## src/rtl/counter_pkg.sv

```systemverilog
// +----------------------------------------------------------------------+
// | counter_pkg : shared mode constants and load clamp helper            |
// | Revision    : 1.0                                                    |
// +----------------------------------------------------------------------+
`default_nettype none

package counter_pkg;

    localparam int unsigned MODE_WRAP     = 0;
    localparam int unsigned MODE_SATURATE = 1;

    function automatic logic [31:0] clamp(input logic [31:0] value, input logic [31:0] max_v);
        return (value > max_v) ? max_v : value;
    endfunction

endpackage : counter_pkg

`default_nettype wire

```

## src/rtl/counter_n_inc_dec.sv

```systemverilog
// +----------------------------------------------------------------------+
// | inc_dec_n : WIDTH-bit incrementer/decrementer with carry/borrow out  |
// | Revision  : 1.0                                                      |
// +----------------------------------------------------------------------+
`default_nettype none

module inc_dec_n #(
    parameter int unsigned WIDTH = 4
) (
    input  logic [WIDTH-1:0] x,
    input  logic             up,
    output logic [WIDTH-1:0] y,
    output logic             c_out
);

    logic [WIDTH:0] w_sum;

    always_comb begin
        if (up) begin
            w_sum = {1'b0, x} + {{WIDTH{1'b0}}, 1'b1};
        end else begin
            w_sum = {1'b0, x} - {{WIDTH{1'b0}}, 1'b1};
        end
    end

    assign y     = w_sum[WIDTH-1:0];
    assign c_out = w_sum[WIDTH];

endmodule : inc_dec_n

`default_nettype wire

```

## src/rtl/counter_n.sv

```systemverilog
// +----------------------------------------------------------------------+
// | counter_n : up/down modulus counter with wrap/saturate and status    |
// | Revision  : 1.0                                                      |
// +----------------------------------------------------------------------+
`default_nettype none

module counter_n
    import counter_pkg::*;
#(
    parameter int unsigned     WIDTH       = 4,
    parameter longint unsigned MAX_VALUE   = (64'd1 << WIDTH) - 64'd1,
    parameter int unsigned     SATURATE    = MODE_WRAP,
    parameter longint unsigned RESET_VALUE = 0
) (
    input  logic             clock,
    input  logic             reset,
    input  logic             enable,
    input  logic             clear,
    input  logic             load,
    input  logic [WIDTH-1:0] load_value,
    input  logic             up,
    output logic [WIDTH-1:0] count,
    output logic             terminal,
    output logic             rollover,
    output logic             sticky_ovf
);

    generate
        if ((WIDTH < 1) || (WIDTH > 32) || (MAX_VALUE < 1) ||
            (MAX_VALUE > ((64'd1 << WIDTH) - 64'd1)) ||
            (RESET_VALUE > MAX_VALUE) || (SATURATE > MODE_SATURATE)) begin : g_param_check
            $error("counter_n: illegal parameter combination");
        end
    endgenerate

    localparam logic [WIDTH-1:0] c_max   = MAX_VALUE[WIDTH-1:0];
    localparam logic [WIDTH-1:0] c_reset = RESET_VALUE[WIDTH-1:0];

    logic [WIDTH-1:0] count_q, count_d;
    logic             rollover_q, rollover_d;
    logic             sticky_q, sticky_d;

    logic [WIDTH-1:0] w_step;
    logic             w_carry_unused;
    logic [WIDTH-1:0] w_load_value;
    logic             w_at_end;

    inc_dec_n #(
        .WIDTH (WIDTH)
    ) u_inc_dec (
        .x     (count_q),
        .up    (up),
        .y     (w_step),
        .c_out (w_carry_unused)
    );

    // Range ends are explicit compares so non-power-of-two moduli work.
    assign w_at_end     = up ? (count_q == c_max) : (count_q == '0);
    assign w_load_value = WIDTH'(clamp(32'(load_value), 32'(c_max)));

    always_comb begin
        count_d    = count_q;
        rollover_d = 1'b0;
        sticky_d   = sticky_q;
        if (clear) begin
            count_d  = c_reset;
            sticky_d = 1'b0;
        end else if (load) begin
            count_d = w_load_value;
        end else if (enable) begin
            if (w_at_end) begin
                rollover_d = 1'b1;
                sticky_d   = 1'b1;
                if (SATURATE == MODE_WRAP) begin
                    count_d = up ? '0 : c_max;
                end
            end else begin
                count_d = w_step;
            end
        end
    end

    always_ff @(posedge clock or posedge reset) begin
        if (reset) begin
            count_q    <= c_reset;
            rollover_q <= 1'b0;
            sticky_q   <= 1'b0;
        end else begin
            count_q    <= count_d;
            rollover_q <= rollover_d;
            sticky_q   <= sticky_d;
        end
    end

    assign count      = count_q;
    assign terminal   = w_at_end;
    assign rollover   = rollover_q;
    assign sticky_ovf = sticky_q;

endmodule : counter_n

`default_nettype wire

```

## config.mk

```make
export PLATFORM = sky130hd
export DESIGN_NAME = counter_n
export DESIGN_NICKNAME = d
export VERILOG_FILES = /design/src/rtl/counter_pkg.sv /design/src/rtl/counter_n_inc_dec.sv /design/src/rtl/counter_n.sv
export SDC_FILE = /design/constraint.sdc
export NUM_CORES = 1
export LEC_CHECK = 0
export CAP_MARGIN = 20
export CORE_AREA = 2 2 39 41
export CTS_CLUSTER_SIZE = 12
export DETAILED_ROUTE_END_ITERATION = 7
export DIE_AREA = 0 0 41 43
export DONT_BUFFER_PORTS = 1
export PLACE_DENSITY_LB_ADDON = 0.3
export SLEW_MARGIN = 5
export SYNTH_ARGS = -nofsm -noshare
export SYNTH_HDL_FRONTEND = slang
export SYNTH_SLANG_ARGS = --single-unit
```

## constraint.sdc

```tcl
create_clock -name clock -period 2.2 [get_ports clock]
set_input_delay 0.33 -clock clock [delete_from_list [all_inputs] [get_ports clock]]
set_output_delay 0.33 -clock clock [all_outputs]
set_load 0.03 [all_outputs]
```

### Word-level counts from Yosys, hierarchy flattened

Index checks and enable logic that the tools add are counted.

* logic and storage cells: 27
* output and inout port bits: 7
* bits in registers: 6

* reductions and logical operators: 5
* multiplexer cells: 15
* equality and inequality tests: 2
* add/subtract/negate cells: 2

Operators by type and width (number)
* $mux 4: 6
* $mux 1: 9
* $add 4x1->4 const B: 1
* $eq 4x4->1 const B: 1
* $logic_not 4->1: 1
* $reduce_bool 2->1: 2
* $sub 4x1->4 const B: 1
* $reduce_and 3->1: 1
* $reduce_bool 3->1: 1
* $ne 2x2->1 const B: 1

### Depth between registers and ports, before layout

* depth after elaboration: 6
* depth in mapped cells: 7
* mapped depth without buffers: 7

### Cells and area by module

From an unflattened synthesis, not the netlist that was laid out.

* cells, all modules: 47
* area, all modules: 464.2 µm²

By module, submodules not included
* counter_n: area an instance 340.3 µm², cells each 34, sequential area each 150.1 µm², instances 1
* inc_dec_n: area an instance 123.9 µm², cells each 13, sequential area each 0.0 µm², instances 1

### Least setup slack after synthesis

OpenSTA, ideal clock, no wires.

* path type: flip-flop to flip-flop
* start: register count_q[0] (netlist: count[0])
* end: register count_q[3] (netlist: count[3])
* setup slack: 0.256 ns
* cell stages (with the launch flop): 6
* arrival time: 1.850 ns
* data required time: 2.106 ns
* clock period less this slack: 1.944 ns
* setup time: 0.094 ns
* cell sequence: dfrtp_1 > or4_4 > mux2i_4 > nor3_1 > xnor2_1 > a211oi_1

* cells in the longest elaborated chain, start to end: 6
* elaborated cells on any way between the ends: 10

Ends and longest elaborated chain
* start: declaration: RTL line counter_n.sv:39 `logic [WIDTH-1:0] count_q, count_d;`
* start signal: assignment: RTL line counter_n.sv:85 `count_q <= c_reset;`
* start signal: assignment: RTL line counter_n.sv:89 `count_q <= count_d;`
* $eq 4x4->1 or $logic_not 4->1 (tied branches): RTL line counter_n.sv:58 `assign w_at_end = up ? (count_q == c_max) : (count_q == '0);`
* $mux 1 *: RTL line counter_n.sv:58
* via terminal: RTL line counter_n.sv:23 `output logic terminal,`
* $mux 4 *: RTL line counter_n.sv:71 `if (w_at_end) begin`
* $mux 4 *: RTL line counter_n.sv:70 `end else if (enable) begin`
* $mux 4 *: RTL line counter_n.sv:68 `end else if (load) begin`
* $mux 4 *: RTL line counter_n.sv:65 `if (clear) begin`

The timed path passes the listed nets; every way through them passes the cells marked *. The select of a mux whose other input is x is not followed.
A chain may end at the register's enable or synchronous reset.

### Worst setup path after layout

* start: register count_q[3] (netlist: count[3])
* end: output terminal

* cells in the longest elaborated chain, start to end: 2
* elaborated cells on any way between the ends: 3

Ends and longest elaborated chain (RTL line)
* $eq 4x4->1 or $logic_not 4->1 (tied branches): counter_n.sv:58
* $mux 1 *: counter_n.sv:58
* end: declaration: counter_n.sv:23

Mark *: on every way between the ends. The rest lies on a longest branch, timed or not.

==> metrics.yaml <==
status: "completed"
setup_tns_ns: 0
synth_adder_area_share_pct: 10.3
hold_depth: 1
synth_top_family_by_area: "simple AND/OR/NAND/NOR gates"
dp_slack_ns: 0.361
layout_commonest_cell: "a21oi_1"
track_usage_pct: 12.8
rsz0062_at_grt: "no"
slowest_stage: "or4_4"
min_to: "sticky_ovf"
cts_tree: "built"
rrSetupSlack_ns: 0.38
holdCritStartpoint: "clear"
hold_viol: 0
ys_top_cells_by_area: "dfrtp_1 34%, a21oi_1 10%, nor2_1 6.9%, xnor2_1 6.0%, ha_1 5.7%"
die_w_um: 41
reg2reg_from: "count[1]"
seqCellArea_um2: 150
start_util_pct: 31.6
min_period_over_period_pct: 87.9
stdcell_area_um2: 508
synth-simple-area-share_pct: 22.1
dpl-instance-area_um2: 475
grt_pass1_wl_um: 1530
postCtsResizedCells: 0
setup_viol: 0
first_pass_iters: 4
wl_per_cell_um: 12.8
end_kind: "output pin"
syn_area_per_cell_um2: 8.73
die_y_um: 43
yosys.area.top_type: "dfrtp_1"
fill_cells: 150
fin_skew_ns: 0.00382
ir_drop_v: 0.000283
timing.fmax_ghz: 0.517
worstMarginPinSlew_ns: 0.378
core_area_um2: 1380
synth_seq_cells: 6
clk_latency_ns: 0.24
worstPathArrival_ns: 1.60
clkSinkCount: 6
ys_seq_area_share_pct: 34.4
clock_path_buffers: 2
portBuffers: 0
syn_to_final_growth_pct: 16.3
gp_congestion: 0.702
period_needed_ns: 1.93
htree_levels: 1
crit_chain: "or4_4 -> mux2i_4 -> buf_4"
timing.slew.headroom_pct: 74.8
dieArea_um2: 1760
synth_top_cell_area_share_pct: 34.4
grt_max_degree: 10
drive_gt1_share_pct: 15.8
rows: 14
cap_violations: 0
total_leakage_power_uw: 0.000225
final-max-slew-violation-count: 0
via_per_inst: 5.18
drt-total-wl_um: 934
worst_slack_ns: 0.266
num_io_pins: 17
finalPower_uw: 320
startpoint_type: "flop"
critPathKind: "flop to output pin"
final_cell_mix: "9 x a21oi_1, 8 x nor2_1, 6 x dfrtp_1"
r2r-end: "count[1]"
vias: 378
antenna_found_initial: 0
crit_required_ns: 1.87
antenna_left: 0
synth_compound_area_share_pct: 15.2
grt_pass1_vias: 400
worstRegToRegCells: 6
slowest_delay_ns: 0.56
hold_ws_ns: 0.152
syn_inst: 50
clk_pin_slew_worst_paths_ns: 0.05
diodes: 0
power_density_nw_per_um2: 630
synth_xor_area_share_pct: 6.02
num-nets-final: 72
synth_fp_nets: 63
grt_remaining_overflow: 0
clock-root-buffer: "clkbuf_4"
muxShareOfSynthArea_pct: 5.16
hp-class: "primary input to flop"
synth_cell_types: 21
drc_errors: 0
ys_warn_count: 0
path_max_fanout: 5
cts_buffers: 3
hpwl_um: 774
synth_area_um2: 437
multi_input_area_um2: 256
initialDrtViolationCount: 11
==> power breakdown <==
part / internal (µW) / switching, µW
clock: 61.5 / 37.3
sequential: 118 / 11.0
combinational: 41.9 / 50.9
total: 221 / 99.2
==> sequential cells by signal, indices dropped and copies added (netlist names) <==
register    flops
rollover        1
count           4
sticky_ovf      1
==> repair_timing <==
action                                 CTS  global route
buffers inserted                         0             0
endpoints found under the hold margin    6             0
hold buffers                             1             0
==> synth_stat cells, drive strengths merged <==
cell and count:
xnor2 3, a211oi 1, and3 1, nand3 1, nand2b 1, buf 1, dfrtp 6, mux2i 1
and2b 1, a21oi 9, inv 5, nor3 1, or4 1, o221ai 1, ha 2, nand4 1
fa 1, o21ai 1, nor3b 1, nand2 3, nor2 8
==> logic make-up after synthesis <==
group,count (synthesis)
multiplexers,1
flip-flops,6
AND/OR/NAND/NOR,19
XOR/XNOR,3
AO/OA/AOI/OAI,12
buffers and inverters,6
adder cells (fa/ha/maj),3
==> cell type report <==
type	count	share of cell area (%)
Multi-Input combinational cell	38	50.5
Sequential cell	6	29.6
Timing Repair Buffer	5	7.88
Clock buffer	3	4.43
Tap cell	16	3.94
Inverter	5	3.69
==> worst max path at each step <==
stage	start	slack, ns	endpoint	cells past startpoint
after floorplan	count[0]	0.26	count[3]	5
after global placement	count[1]	0.40	count[1]	6
after detailed placement	count[1]	0.36	count[1]	6
after CTS	count[3]	0.26	terminal	3
after global routing	count[1]	0.22	count[1]	6
final	count[3]	0.27	terminal	3
==> through the flow <==
| step | cells | utilization, % |
|---|---|---|
| 2_1_floorplan | 50 | - |
| 3_3_place_gp | 69 | 34.4 |
| 3_5_place_dp | 69 | 34.4 |
| 4_1_cts | 73 | 36.7 |
| 5_1_grt | 73 | 36.7 |
| 6_report | 73 | 36.7 |
==> critical path, delay by kind of cell, from the launching register on <==
kind	cells	cell delay, ns
buf+inv	1	0.21
mux	1	0.22
simple gates	1	0.56
flops	1	0.38
==> per-layer routing <==
metal | part of all wire [%] | track usage [%]
met1 | 48 | 15.3
met2 | 45 | 20.0
met3 | 6.4 | 2.09
met4 | 0.64 | 8.00
met5 | 0 | 0
Note: power is estimated with default switching activity, not from simulation.
